--- config.mk ---
export PLATFORM = sky130hd
export DESIGN_NAME = mis_stim_gen
export DESIGN_NICKNAME = d
export VERILOG_FILES = /design/src/rtl/mis_stim_gen.sv
export SDC_FILE = /design/constraint.sdc
export NUM_CORES = 1
export LEC_CHECK = 0
export CAP_MARGIN = 20
export CORE_MARGIN = 2
export CORE_UTILIZATION = 50
export DETAILED_ROUTE_END_ITERATION = 6
export PLACE_DENSITY_LB_ADDON = 0.08
export SETUP_SLACK_MARGIN = 0.05
export SLEW_MARGIN = 20
export SYNTH_ARGS = -nofsm -noshare
export SYNTH_HDL_FRONTEND = slang
export SYNTH_SLANG_ARGS = --single-unit
export TNS_END_PERCENT = 20
--- constraint.sdc ---
create_clock -name clk_i -period 4.95 [get_ports clk_i]
set_input_delay 0.99 -clock clk_i [delete_from_list [all_inputs] [get_ports clk_i]]
set_output_delay 0.99 -clock clk_i [all_outputs]
set_load 0.01 [all_outputs]
--- src/rtl/mis_stim_gen.sv ---
// mis_stim_gen -- stimulus and capture for one NOR2 multiple-input-switching
// delay chain.
//
// A run starts with both chain inputs (A, B) at the opposite of the launch
// level. They stay there for a settle period. Then one input makes the lead
// edge and the other makes the trail edge, a programmable number of cycles
// later. Both edges go in the same direction. Latency is counted from the
// cycle the lead edge appears on the outputs. Counting stops when the
// resynchronised chain output leaves the level it had at the end of settle.
//
// Ports
//   clk_i          clock, all logic on the rising edge
//   rst_i          synchronous reset, active-high; aborts a run with no done
//   start_i        1-cycle run request, sampled only while idle
//   cfg_rise_i     1: edges 0->1, 0: edges 1->0            (latched on start)
//   cfg_b_first_i  1: B leads and A trails, 0: A leads     (latched on start)
//   cfg_skew_i     cycles from lead to trail edge, 0 = same cycle (latched)
//   to_a_o/to_b_o  registered drives to chain inputs A and B
//   dut_out_i      chain output, asynchronous to clk_i
//   busy_o         high from the accepted start through the done cycle
//   done_o         1-cycle pulse at the end of a run
//   timeout_o      valid with done_o: no response before the counter saturated
//   lat_o          response latency in cycles; changes only when done_o rises
module mis_stim_gen #(
  parameter int SKEW_W = 8,
  parameter int TMO_W  = 12,
  parameter int SETTLE = 16
) (
  input  logic              clk_i,
  input  logic              rst_i,
  input  logic              start_i,
  input  logic              cfg_rise_i,
  input  logic              cfg_b_first_i,
  input  logic [SKEW_W-1:0] cfg_skew_i,
  output logic              to_a_o,
  output logic              to_b_o,
  input  logic              dut_out_i,
  output logic              busy_o,
  output logic              done_o,
  output logic              timeout_o,
  output logic [TMO_W-1:0]  lat_o
);

  localparam int                SET_W    = (SETTLE > 1) ? $clog2(SETTLE) : 1;
  localparam logic [SET_W-1:0]  SET_LAST = SET_W'(SETTLE - 1);
  localparam logic [TMO_W-1:0]  CNT_MAX  = '1;

  typedef enum logic [2:0] {
    S_IDLE, S_SETTLE, S_LAUNCH, S_WAIT_SKEW, S_WAIT_RESP, S_DONE
  } state_e;

  state_e              state_q, state_d;
  logic                rise_q, rise_d;
  logic                bfirst_q, bfirst_d;
  logic [SKEW_W-1:0]   skew_q, skew_d;
  logic                to_a_q, to_a_d;
  logic                to_b_q, to_b_d;
  logic                busy_q, busy_d;
  logic                timeout_q, timeout_d;
  logic [TMO_W-1:0]    lat_q, lat_d;
  logic [TMO_W-1:0]    cnt_q, cnt_d;
  logic [TMO_W-1:0]    hit_q, hit_d;     // latency of a response seen before the trail edge
  logic                got_q, got_d;
  logic [SKEW_W-1:0]   sk_q, sk_d;       // separate skew counter so cnt_q may saturate
  logic [SET_W-1:0]    set_q, set_d;
  logic                ref_q, ref_d;     // settled chain output level before launch
  logic                s1_q, s2_q;       // two-flop synchroniser for dut_out_i

  logic                launch_lead;
  logic                launch_trail;
  logic                resp;
  logic [TMO_W-1:0]    cnt_inc;

  assign resp    = (s2_q != ref_q);
  assign cnt_inc = (cnt_q == CNT_MAX) ? cnt_q : cnt_q + TMO_W'(1);

  // NOTE: the synchroniser flops get reset along with everything else. This
  // keeps the first settle reference deterministic.
  always_ff @(posedge clk_i) begin
    if (rst_i) begin
      s1_q <= 1'b0;
      s2_q <= 1'b0;
    end else begin
      s1_q <= dut_out_i;
      s2_q <= s1_q;
    end
  end

  // NOTE: reset is synchronous, so it lives inside the clocked branch and
  // takes priority over every next-state value, start_i included.
  // All state updates are non-blocking.
  always_ff @(posedge clk_i) begin
    if (rst_i) begin
      state_q   <= S_IDLE;
      rise_q    <= 1'b0;
      bfirst_q  <= 1'b0;
      skew_q    <= '0;
      to_a_q    <= 1'b0;
      to_b_q    <= 1'b0;
      busy_q    <= 1'b0;
      timeout_q <= 1'b0;
      lat_q     <= '0;
      cnt_q     <= '0;
      hit_q     <= '0;
      got_q     <= 1'b0;
      sk_q      <= '0;
      set_q     <= '0;
      ref_q     <= 1'b0;
    end else begin
      state_q   <= state_d;
      rise_q    <= rise_d;
      bfirst_q  <= bfirst_d;
      skew_q    <= skew_d;
      to_a_q    <= to_a_d;
      to_b_q    <= to_b_d;
      busy_q    <= busy_d;
      timeout_q <= timeout_d;
      lat_q     <= lat_d;
      cnt_q     <= cnt_d;
      hit_q     <= hit_d;
      got_q     <= got_d;
      sk_q      <= sk_d;
      set_q     <= set_d;
      ref_q     <= ref_d;
    end
  end

  // NOTE: every variable gets a hold/default value first, so no path can
  // infer a latch. Blocking assignments are used here, so a later line can
  // read a value written earlier in the same pass (got_d, hit_d).
  always_comb begin
    state_d      = state_q;
    rise_d       = rise_q;
    bfirst_d     = bfirst_q;
    skew_d       = skew_q;
    to_a_d       = to_a_q;
    to_b_d       = to_b_q;
    busy_d       = busy_q;
    timeout_d    = timeout_q;
    lat_d        = lat_q;
    cnt_d        = cnt_q;
    hit_d        = hit_q;
    got_d        = got_q;
    sk_d         = sk_q;
    set_d        = set_q;
    ref_d        = ref_q;
    launch_lead  = 1'b0;
    launch_trail = 1'b0;

    case (state_q)
      S_IDLE: begin
        if (start_i) begin
          rise_d    = cfg_rise_i;
          bfirst_d  = cfg_b_first_i;
          skew_d    = cfg_skew_i;
          busy_d    = 1'b1;
          timeout_d = 1'b0;
          to_a_d    = ~cfg_rise_i;
          to_b_d    = ~cfg_rise_i;
          set_d     = '0;
          state_d   = S_SETTLE;
        end
      end
      S_SETTLE: begin
        set_d = set_q + SET_W'(1);
        if (set_q == SET_LAST) begin
          ref_d   = s2_q;
          state_d = S_LAUNCH;
        end
      end
      S_LAUNCH: begin
        launch_lead = 1'b1;
        cnt_d       = '0;
        got_d       = 1'b0;
        sk_d        = '0;
        if (skew_q == '0) begin
          launch_trail = 1'b1;
          state_d      = S_WAIT_RESP;
        end else begin
          state_d      = S_WAIT_SKEW;
        end
      end
      S_WAIT_SKEW: begin
        cnt_d = cnt_inc;
        sk_d  = sk_q + SKEW_W'(1);
        if (resp && !got_q) begin
          hit_d = cnt_q;
          got_d = 1'b1;
        end
        // Register the trail drive one cycle early so the edge lands exactly
        // skew cycles after the lead edge.
        if (sk_q == skew_q - SKEW_W'(1)) begin
          launch_trail = 1'b1;
          if (got_d) begin
            lat_d   = hit_d;
            state_d = S_DONE;
          end else begin
            state_d = S_WAIT_RESP;
          end
        end
      end
      S_WAIT_RESP: begin
        cnt_d = cnt_inc;
        if (resp) begin
          lat_d   = cnt_q;
          state_d = S_DONE;
        end else if (cnt_q == CNT_MAX) begin
          lat_d     = CNT_MAX;
          timeout_d = 1'b1;
          state_d   = S_DONE;
        end
      end
      S_DONE: begin
        busy_d  = 1'b0;
        state_d = S_IDLE;
      end
      default: state_d = S_IDLE;
    endcase

    if (launch_lead) begin
      if (bfirst_q) to_b_d = rise_q;
      else          to_a_d = rise_q;
    end
    if (launch_trail) begin
      if (bfirst_q) to_a_d = rise_q;
      else          to_b_d = rise_q;
    end
  end

  assign to_a_o    = to_a_q;
  assign to_b_o    = to_b_q;
  assign busy_o    = busy_q;
  assign done_o    = (state_q == S_DONE);
  assign timeout_o = timeout_q;
  assign lat_o     = lat_q;

endmodule

==> summary.md, run 1 <==
| Metric | Value |
|---|---|
| Status | complete, no violations |
| Crit. End Element | flip-flop |
| Post-layout min period | 2.91 ns |
| Fill count | 632 |
| Vert. Die Dim | 86.4 um |
| Fmax | 343 MHz |
| Period utilization | 58.8% |
| Setup Buffers After CTS | 0 |
| Root Buffer | clkbuf_8 |
| Setup violations, final | 0 |
| Routed Antenna Nets | 0 |
| Placed wire-length estimate | 5190 um |
| R2R Path End | lat_o[6] |
| Final Instance Area | 0.00394 mm2 |
| Asr flop ratio synth | 0% |
| EDFF count, synth | 0 |
| Crit-path max cell delay | 0.79 ns |
| Drt drc | 0 |
| Non-filler instance count after layout | 513 |
| Reg clk slew, reported paths | 0.08 ns |
| Hold path endpoint | s2_q |
| Hold Crit Class | flip-flop to flip-flop |
| Peak VDD IR | 0.169 mV |
| Min-delay src | s1_q |
| Max-cap violation count | 0 |
| Combinational share of power | 7.4% |
| Worst R2R Setup Slack | 2.04 ns |
| H-tree depth | 3 |
| Hold path cells | 1 |
| Vias | 2939 |
| First-pass GRT wire length | 12700 um |
| Initial antenna violation count | 0 |
| GP Congestion | 0.805 |
| Setup Skew | 0.00821 ns |
| CTS tree | built |
| Antenna cells | 0 |
| Area growth syn-to-layout | 15.9% |
| Critical Path Start | skew_q[0] |
| CP top delay family | compound AO/OA/AOI/OAI gates |
| Core area | 0.00668 mm2 |
| Psw | 276 uW |
| Register area | 0.00138 mm2 |
| CP Class | flip-flop to flip-flop |
| Drt via density | 5.73 |
| Synthesized flop and latch total | 69 |
| Crit path cell chain | inv_1, ha_1, or3b_2, o31a_1, o211a_1, a21oi_2, o21ai_0, o41ai_1 |
| Total negative slack | 0 ns |
| Sw Share | 23.2% |
| DP Worst Slack | 1.74 ns |
| Slew HR | 33.4% |
| Vias in the first global route | 2768 |
| Critical path arrival | 3.16 ns |
| Die Wd | 86.4 um |
| Design internal power | 914 uW |
| I/O Buffers | 30 |
| Rows | 30 |
| Clock sink count | 69 |
| Area of the multi-input gates | 0.00189 mm2 |
| Resized Gates After CTS | 0 |
| FF-to-FF path depth | 8 |
| Number of I/O pins | 31 |
| Worst R2R Start | skew_q[0] |
| Cell variety after synth | 52 |
| Mapped Nets | 430 |
| Number of nets in the layout | 446 |
| Layout cell share with drive strength beyond 1 | 7.62% |
| Synth Area per Inst | 8.25 um2 |
| Initial Util | 50.9% |
| Slew Limit Fails | 0 |
| Leakage power | 1.33 nW |
| YS warnings | 0 |
| PD cells | 302 mW/mm2 |
| Final wirelength | 7540 um |
| Startpoint Class | flip-flop |
| 1st-pass router iterations | 4 |
| Worst-skew pair later-pin latency | 0.35 ns |
| Clk pwr share | 44.3% |
| Iter 0 DRT Violations | 106 |
| Bufs on Longest Clock Path | 2 |
| Slowest cell on crit path | a21oi_2 |
| Largest net degree at the start of global routing | 50 |
| Reg power frac | 48.3% |
| Final core utilization | 59.0% |
| Final setup margin | 2.04 ns |
| Global route overflow | 0 |
| CP required | 5.19 ns |
| Placed cells | 497 |
| RSZ-0062 raised after global routing | false |
| Num CTS Buffers | 9 |
| Mapped Area | 0.00340 mm2 |
| Synth Instances | 412 |
| Routed length per instance | 14.7 um |
| Buffers and inverters on the worst path | 1 |
| Area of placed instances | 0.00371 mm2 |
| Max FO, Critical Path | 24 |
| Worst-Margin Slew | 0.999 ns |
| Sequential fraction of the synthesis area | 40.6% |
| Top_reg_cell synth | dfxtp_1 |
| Final hold vios | 0 |
| Hold_buf cts | 0 |
| Die Area | 0.00747 mm2 |
| All-Layer GR Usage | 21.2% |
-- cell usage after synthesis (2+ instances only) --
cell type | number | area (um2)
nor3b_1 | 4 | 30.0
and2_1 | 4 | 25.0
nor2_1 | 52 | 195
a311oi_1 | 2 | 17.5
or3_1 | 3 | 18.8
o21ai_0 | 22 | 110
clkbuf_1 | 24 | 90.1
buf_2 | 2 | 10.0
nand2_1 | 41 | 154
dfxtp_1 | 69 | 1380
a221oi_1 | 2 | 17.5
nand4_1 | 2 | 12.5
nand2b_1 | 6 | 37.5
or4_1 | 2 | 15.0
o211ai_1 | 2 | 15.0
ha_1 | 4 | 50.1
a21oi_1 | 27 | 135
a21o_1 | 2 | 15.0
xor2_1 | 10 | 87.6
nor2b_1 | 16 | 100
o22ai_1 | 12 | 75.1
nor3_1 | 6 | 30.0
inv_1 | 6 | 22.5
nand3b_1 | 4 | 30.0
o41ai_1 | 12 | 105
o21ai_1 | 2 | 10.0
mux2i_1 | 14 | 140
nand3_1 | 16 | 80.1
xnor2_1 | 14 | 123
and3_1 | 2 | 12.5
or3b_2 | 3 | 26.3
nor4_1 | 5 | 31.3
-- cells by family after synthesis --
group           after synthesis  share of synthesized area [%]
compound gates               95                           18.3
xor+xnor                     24                           6.19
fa+ha+maj                     4                           1.47
buf+inv                      34                           4.16
flops                        69                           40.6
mux                          14                           4.12
simple gates                172                           25.1
-- registers in the layout (all words and copies together) (netlist names), 3 cells and up --
signal   flops
cnt_q       12
hit_q       12
lat_o       12
sk_q         8
skew_q       8
set_q        4
state_q      3
-- worst max-delay path by stage --
stage / slack (ns) / depth (start not counted) / to
6_report: 2.04 / 8 / lat_o[6]
2_1_floorplan: 2.46 / 6 / to_b_o
5_1_grt: 1.78 / 8 / lat_o[6]
3_5_place_dp: 1.74 / 6 / to_b_o
3_3_place_gp: 1.79 / 6 / to_b_o
4_1_cts: 2.06 / 8 / lat_o[6]
-- stage by stage --
stage / hold WS [ns] / total power, mW
floorplan: 0.414 / 0.647
global placement: 0.426 / 0.674
detailed placement: 0.428 / 0.676
CTS: 0.450 / 1.20
global route: 0.477 / 1.23
finish: 0.444 / 1.19
-- per-layer routing --
layer	routed length (um)	part of all wire [%]	GRT usage, %
met2	3570	47	35.6
met3	248	3.3	3.71
met1	3580	48	26.7
met5	0	0	0
met4	132	1.8	9.52
-- final cells by class --
type                       instances  share of cell area [%]
timing repair buffer              33                    8.07
multi-input combinational        309                    48.0
clock buffer                      12                    3.94
inverter                           6                   0.572
clock inverter                     4                    1.78
sequential                        69                    35.1
tap                               80                    2.54
-- worst register-to-register path: cells and delay by family (launching register included) --
kind,cells,cell delay (ns)
buffers and inverters,1,0.08
AO/OA/AOI/OAI,5,1.63
flip-flops,1,0.37
adder cells (fa/ha/maj),1,0.21
AND/OR/NAND/NOR,1,0.50
-- power groups by stage --
stage	registers (mW)	clock network (mW)	logic [mW]
after floorplan	0.582	0	0.0650
after global routing	0.577	0.559	0.0982
final	0.575	0.527	0.0880
after CTS	0.575	0.532	0.0885
after global placement	0.587	0	0.0864
after detailed placement	0.588	0	0.0882
-- cells in the final DEF, fill, tap and decap left out, types with 5 or more instances in the layout --
cell type,instances
nor3_1,5
o21ai_0,22
nand3_1,16
nor2_1,52
nor2b_1,16
o41ai_1,12
nand2_1,41
clkbuf_8,11
dfxtp_1,69
mux2i_1,14
nor4_1,5
o22ai_1,12
nand2b_1,6
inv_1,6
xnor2_1,14
xor2_1,10
clkdlybuf4s50_1,29
a21oi_1,27
Note: power is estimated with default switching activity, not from simulation.
==> run 2: changes to the inputs <==
==> constraint.sdc (replaced) <==
create_clock -name clk_i -period 2.7 [get_ports clk_i]
set_input_delay 0.54 -clock clk_i [delete_from_list [all_inputs] [get_ports clk_i]]
set_output_delay 0.54 -clock clk_i [all_outputs]
set_load 0.01 [all_outputs]
==> run 2 against run 1 <==
Against the previous run: worst hold slack improved by 0.016 ns; via count rose by 1.9%; sequential share of layout area fell by 0.77 points; power grew 74%; sequential cell count unchanged; critical path type unchanged; largest power group unchanged.
==> summary.md, run 2 (synthesis results as in run 1) <==
| Metric | Value |
|---|---|
| Clock sink count | 69 (unchanged) |
| Die Wd | 86.4 um (unchanged) |
| Global route overflow | 0 (unchanged) |
| Core area | 0.00668 mm2 (unchanged) |
| Setup Skew | 0.00677 ns (-0.00143 ns) |
| Most common cell after layout, fill and taps aside | dfxtp_1 |
| Iter 0 DRT Violations | 140 (+32%) |
| Crit-path max cell delay | 0.47 ns (-0.32 ns) |
| Commonest non-fill, non-tap cells in the layout | dfxtp_1 (69), nor2_1 (52), nand2_1 (41) |
| Total negative slack | 0 ns (unchanged) |
| Num CTS Buffers | 9 (unchanged) |
| Final wirelength | 7940 um (+5.3%) |
| Peak VDD IR | 0.310 mV (+83%) |
| Drt drc | 0 (unchanged) |
| Hold_buf cts | 0 (unchanged) |
| Hold Crit Class | flip-flop to flip-flop |
| Antenna cells | 0 (unchanged) |
| Area growth syn-to-layout | 18.6% |
| PD cells | 514 mW/mm2 (+70%) |
| Fmax | 394 MHz (+15%) |
| First-pass GRT wire length | 13000 um (+1.7%) |
| Routed Antenna Nets | 0 (unchanged) |
| GP Congestion | 0.859 (+6.7%) |
| Largest net degree at the start of global routing | 36 (-28%) |
| Final hold vios | 0 (unchanged) |
| Vert. Die Dim | 86.4 um (unchanged) |
| Placed cells | 506 (+1.8%) |
| Tot Pwr | 2.07 mW (+74%) |
| Crit. End Element | flip-flop |
| Status | complete, no violations |
| 1st-pass router iterations | 5 (+1) |
| Rows | 30 (unchanged) |
| Slew HR | 48.9% (+15 points) |
| Slowest cell on crit path | or3b_2 |
| Drt via density | 5.73 (about the same) |
| RSZ-0062 raised after global routing | true |
| Number of I/O pins | 31 (unchanged) |
| Period utilization | 94.1% (+35 points) |
| Reg clk slew, reported paths | 0.07 ns (about the same) |
| CP required | 2.94 ns (-2.25 ns) |
| Slew Limit Fails | 0 (unchanged) |
| Final core utilization | 60.3% (+1.3 points) |
| Area of placed instances | 0.00378 mm2 (+1.8%) |
| Post-layout min period | 2.54 ns (-0.371 ns) |
| CTS tree | built |
| Placed wire-length estimate | 5370 um (+3.4%) |
| Vias | 2995 (+1.9%) |
| Critical path arrival | 2.78 ns (-0.38 ns) |
| Setup violations, final | 0 (unchanged) |
| Initial antenna violation count | 0 (unchanged) |
| Bufs on Longest Clock Path | 2 (unchanged) |
| I/O Buffers | 30 (unchanged) |
| Vias in the first global route | 2776 (+0.29%) |
| Non-filler instance count after layout | 523 (+1.9%) |
| Leakage power | 1.37 nW (+2.7%) |
| Max-cap violation count | 0 (unchanged) |
| Worst R2R Setup Slack | 0.16 ns (-1.88 ns) |
| Layout cell share with drive strength beyond 1 | 11.1% (+3.4 points) |
| Root Buffer | clkbuf_8 |
| Worst-skew pair later-pin latency | 0.35 ns (about the same) |
| CP Class | flip-flop to flip-flop |
| Startpoint Class | flip-flop |
| Initial Util | 50.9% (unchanged) |
| Routed length per instance | 15.2 um (+3.3%) |
| Max FO, Critical Path | 12 (-50%) |
| H-tree depth | 3 (unchanged) |
| Final Instance Area | 0.00403 mm2 (+2.3%) |
| Number of nets in the layout | 456 (+2.2%) |
| All-Layer GR Usage | 21.6% (+0.32 points) |
| Die Area | 0.00747 mm2 (unchanged) |
| Crit path cell chain | inv_1, ha_2, or3b_2, buf_4, nor4_2, o211a_2, a21oi_4, o41ai_1 |
| Worst-Margin Slew | 0.767 ns (-0.232 ns) |
-- run 2: changes by cell type in the layout (fill, tap and decap cells not counted), moves of 2 or more --
cell	before	now
a21oi_4	0	2
buf_4	3	12
o21ai_0	22	20
o21ai_1	2	4
o41ai_1	12	9
o41ai_2	0	3
-- run 2: stage by stage --
stage	hold slack, ns	setup WS [ns]
final	0.460	0.159
after global routing	0.478	-0.000450
after CTS	0.465	0.132
after detailed placement	0.454	-0.134
after global placement	0.427	-0.0350
after floorplan	0.414	0.342
-- run 2: critical path: cells and delay by family (launching register included) --
kind / cells / cell delay, ns
compound gates: 3 / 0.89
fa+ha+maj: 1 / 0.21
buf+inv: 2 / 0.24
flops: 1 / 0.37
simple gates: 2 / 0.72
-- run 2: area by class of cell --
type	instances	area [um2]
inverters	6	22.5
well taps	80	100
clock inverters	4	47.5
multi-input cells	310	1950
clock buffers	12	145
repair buffers	42	385
flip-flops and latches	69	1380
fillers	623	2650
-- run 2: worst paths after layout --
path,to,start,cells past startpoint
worst max-delay path,lat_o[1],skew_q[0],8
worst min-delay path,s2_q,s1_q,1
worst max register to register,lat_o[1],skew_q[0],8
worst min register to register,s2_q,s1_q,1
-- run 2: layer usage --
layer	vias up	global-route usage (%)	part of all wire [%]
li1	1514	-	-
met1	1426	27.1	47
met2	43	37.3	48
met3	12	4.95	3.5
met4	0	5.54	1.3
met5	-	0	0
-- run 2: where the power goes --
part / total [mW] / leakage [nW] / switching, mW / internal (mW)
Clock: 0.841 / 0.0964 / 0.391 / 0.450
Sequential: 1.05 / 0.558 / 0.0201 / 1.03
Combinational: 0.179 / 0.715 / 0.0966 / 0.0822
Total: 2.07 / 1.37 / 0.508 / 1.56
-- run 2: timing repair --
action,4_1_cts,5_1_grt
endpoints found under the setup margin,12,15
pin swaps,0,2
gates resized for setup,1,10
buffers inserted,0,0
gates cloned,0,1
==> run 3: changes to the inputs <==
--- a/config.mk
+++ b/config.mk
@@ -9,6 +9,7 @@
 export CORE_MARGIN = 2
 export CORE_UTILIZATION = 50
 export DETAILED_ROUTE_END_ITERATION = 6
+export HOLD_SLACK_MARGIN = 0.06
 export PLACE_DENSITY_LB_ADDON = 0.08
 export SETUP_SLACK_MARGIN = 0.05
 export SLEW_MARGIN = 20
==> results of run 3 <==
No change in the layout: final DEF, timing and power equal those of run 2.
==> edit, RTL diff (flow settings as in run 3) <==
Add an input register stage for `start_i`, `cfg_rise_i`, `cfg_skew_i` and `dut_out_i`; this delays them by one clock. Comments in the files are not updated.
--- a/src/rtl/mis_stim_gen.sv
+++ b/src/rtl/mis_stim_gen.sv
@@ -49,6 +49,25 @@
     S_IDLE, S_SETTLE, S_LAUNCH, S_WAIT_SKEW, S_WAIT_RESP, S_DONE
   } state_e;
 
+  logic start_q;
+  logic cfg_rise_q;
+  logic [SKEW_W-1:0] cfg_skew_q;
+  logic dut_out_q;
+
+  always_ff @(posedge clk_i) begin
+    if (rst_i) begin
+      start_q    <= '0;
+      cfg_rise_q <= '0;
+      cfg_skew_q <= '0;
+      dut_out_q  <= '0;
+    end else begin
+      start_q    <= start_i;
+      cfg_rise_q <= cfg_rise_i;
+      cfg_skew_q <= cfg_skew_i;
+      dut_out_q  <= dut_out_i;
+    end
+  end
+
   state_e              state_q, state_d;
   logic                rise_q, rise_d;
   logic                bfirst_q, bfirst_d;
@@ -81,7 +100,7 @@
       s1_q <= 1'b0;
       s2_q <= 1'b0;
     end else begin
-      s1_q <= dut_out_i;
+      s1_q <= dut_out_q;
       s2_q <= s1_q;
     end
   end
@@ -149,14 +168,14 @@
 
     case (state_q)
       S_IDLE: begin
-        if (start_i) begin
-          rise_d    = cfg_rise_i;
+        if (start_q) begin
+          rise_d    = cfg_rise_q;
           bfirst_d  = cfg_b_first_i;
-          skew_d    = cfg_skew_i;
+          skew_d    = cfg_skew_q;
           busy_d    = 1'b1;
           timeout_d = 1'b0;
-          to_a_d    = ~cfg_rise_i;
-          to_b_d    = ~cfg_rise_i;
+          to_a_d    = ~cfg_rise_q;
+          to_b_d    = ~cfg_rise_q;
           set_d     = '0;
           state_d   = S_SETTLE;
         end
Check against the original RTL: not equivalent (Yosys sat finds a counterexample within 4 cycles, from zero or initial values and one cycle with rst_i high).
==> edit against run 3 <==
- synthesized area rose by 12%
- sequential cell count rose by 11
- cell area rose by 7.6%
- critical path depth rose by 1
- routed wire length fell by 5.2%
- power rose by 4.9%
- worst setup slack improved by 190 ps
- clock skew rose by 3.6 ps
- count of clock-buffer cells in the layout fell by 2
- largest power group unchanged
==> edit: results (changes against run 3) <==
- The most instantiated flip-flop cell in the synthesis netlist is sky130_fd_sc_hd__dfxtp_1.
- The share of the yosys chip area belonging to registers is 0.4213 (+0.01485).
- The routability congestion estimate is 0.8173 (-4.9%).
- The number of nets in the synthesized netlist is 454 (+5.6%).
- The iteration count of the initial detailed-routing pass came to 4 (-1).
- The fraction of layout cells with a size suffix above 1 is 0.1056 (-0.005006).
- The adder and majority cell fraction of the synthesized area is 0.01317 (-0.001561).
- The worst clock skew on the final layout is 10.36 ps (+3.588 ps).
- The routed length on met2 is 3.257 mm (-15%).
- The highest layer used for signal routing is met4.
- The violation count after the first detailed-route iteration is 115 (-18%).
- The number of global-route vias before repair is 2773 (-0.11%).
- The layout net count is 477 (+4.6%).
- The largest fanout on the critical path is 12 (unchanged).
- The relative contribution of the clock network to total power is 0.360 (-0.046).
- The mux contribution to synthesized area was 0.08492 (+0.04369).
- The power dissipated by switching net loads is 0.5553 mW (+9.4%).
- Sorting the synthesized cells by area gives the leading types as sky130_fd_sc_hd__dfxtp_1 (42%), sky130_fd_sc_hd__nor2_1 (6.1%), sky130_fd_sc_hd__nor2b_1 (4.8%).
- The flow ran to the end, and the final reports show no timing, DRC or antenna violations.
- The routing usage on met3 is 0.03734 (-0.01218).
- The maximum cell stage delay along the critical path is 430 ps (-40 ps).
- The detailed-route via count is 3038 (+1.4%).
- The met1 demand-to-capacity share in global routing is 0.2793 (+0.007856).
- The half-perimeter wire length after detailed placement is 5.298 mm (-1.3%).
- The clock slew seen by the registers of the worst setup and hold paths is 80 ps.
- The wire length on met1 is 3.911 mm (+4.8%).
- The number of fillers in the final layout was 695 (+12%).
- The XOR/XNOR share of the synthesized area is 0.04378 (-0.01808).
- In the synthesized netlist, the cells that appear most often are sky130_fd_sc_hd__dfxtp_1 (80), sky130_fd_sc_hd__nor2_1 (62), sky130_fd_sc_hd__nand2_1 (44).
- The static leakage power is 1.616 nW (+18%).
- The kind of cell with the highest combined delay along the critical path is compound AO/OA/AOI/OAI gates.
- The routing usage on met2 was 0.2704 (-0.1024).
- The largest net degree at the start of global routing came to 54 (+50%).
- The fraction of power consumed by combinational cells is 0.077 (-0.009).
- The highest-delay cell along the critical path is sky130_fd_sc_hd__dfxtp_1.
- The total wire length after detailed routing is 7.528 mm (-5.2%).
- The share of async-settable or async-resettable flops after synthesis is 0 (unchanged).
- The worst slack on hold paths is 438.7 ps (-21.46 ps).
- The transition time at the pin with the least slew margin was 621.3 ps (-145.5 ps).
- The data arrival at the endpoint of the critical path was 2590 ps (-190 ps).
- The wire length of the first global-routing pass is 12.93 mm (-0.16%).
- The compound-cell area share of the yosys netlist is 0.1504 (-0.03256).
- The number of distinct library cells after synthesis came to 58 (+12%).
- The amount of wire on met3 after detailed routing is 298 µm (+8.4%).
- The setup slack on the worst flop-to-flop path is 350 ps (+190 ps).
- The global routing usage summed across all routing layers came to 0.1895 (-0.02616).
- The largest vdd supply drop is 0.0002587 V (-17%).
-- edit: cell count changes in the layout (fill, tap and decap cells not counted), sizes merged, moves of 5 or more --
cell          run 3  this run
a22oi             1         8
buf              13         8
dfxtp            69        80
mux2              0        12
nand2            41        46
nor2             52        63
nor2b            16        29
nor3              7        12
o21ai            24        11
o41ai            12         0
xnor2            14         6
-- edit: area by class of cell --
type / instances / area (µm²) / area share
repair buffers: 37 / 360.3 / 0.08309
flip-flops and latches: 80 / 1603 / 0.3696
clock buffers: 10 / 127.6 / 0.02943
multi-input cells: 327 / 2063 / 0.4758
inverters: 4 / 15.01 / 0.003462
clock inverters: 6 / 43.79 / 0.01010
well taps: 99 / 123.9 / 0.02856
-- edit: kinds of logic (layout without fill, tap and decap cells) --
kind of cell | count (synthesis) | after routing
AND/OR/NAND/NOR | 191 | 191
buffers and inverters | 29 | 57
multiplexers | 27 | 27
flip-flops | 80 | 80
XOR/XNOR | 19 | 19
AO/OA/AOI/OAI | 86 | 86
adder cells (fa/ha/maj) | 4 | 4
-- edit: repair_timing --
| action | in CTS | in global routing |
|---|---|---|
| endpoints found under the setup margin | 0 | 1 |
| hold endpoints to repair | 0 | 0 |
| resized for setup | 0 | 1 |
-- edit: path summary, 6_finish.rpt --
path         depth (start not counted)   endpoint          start
min                                  2  skew_q[1]  cfg_skew_q[1]
max                                  9   lat_o[2]      skew_q[0]
max reg2reg                          9   lat_o[2]      skew_q[0]
min reg2reg                          2  skew_q[1]  cfg_skew_q[1]
-- edit: per-stage QoR --
step	total power [mW]	cells	instance area [µm²]	setup WS, ps
finish	2.174	563	4337	349.0
global route	2.271	563	4337	179.4
CTS	2.202	563	4335	189.6
detailed placement	1.419	547	4164	375.6
global placement	1.417	547	4164	439.3
floorplan	1.361	436	3801	490.3
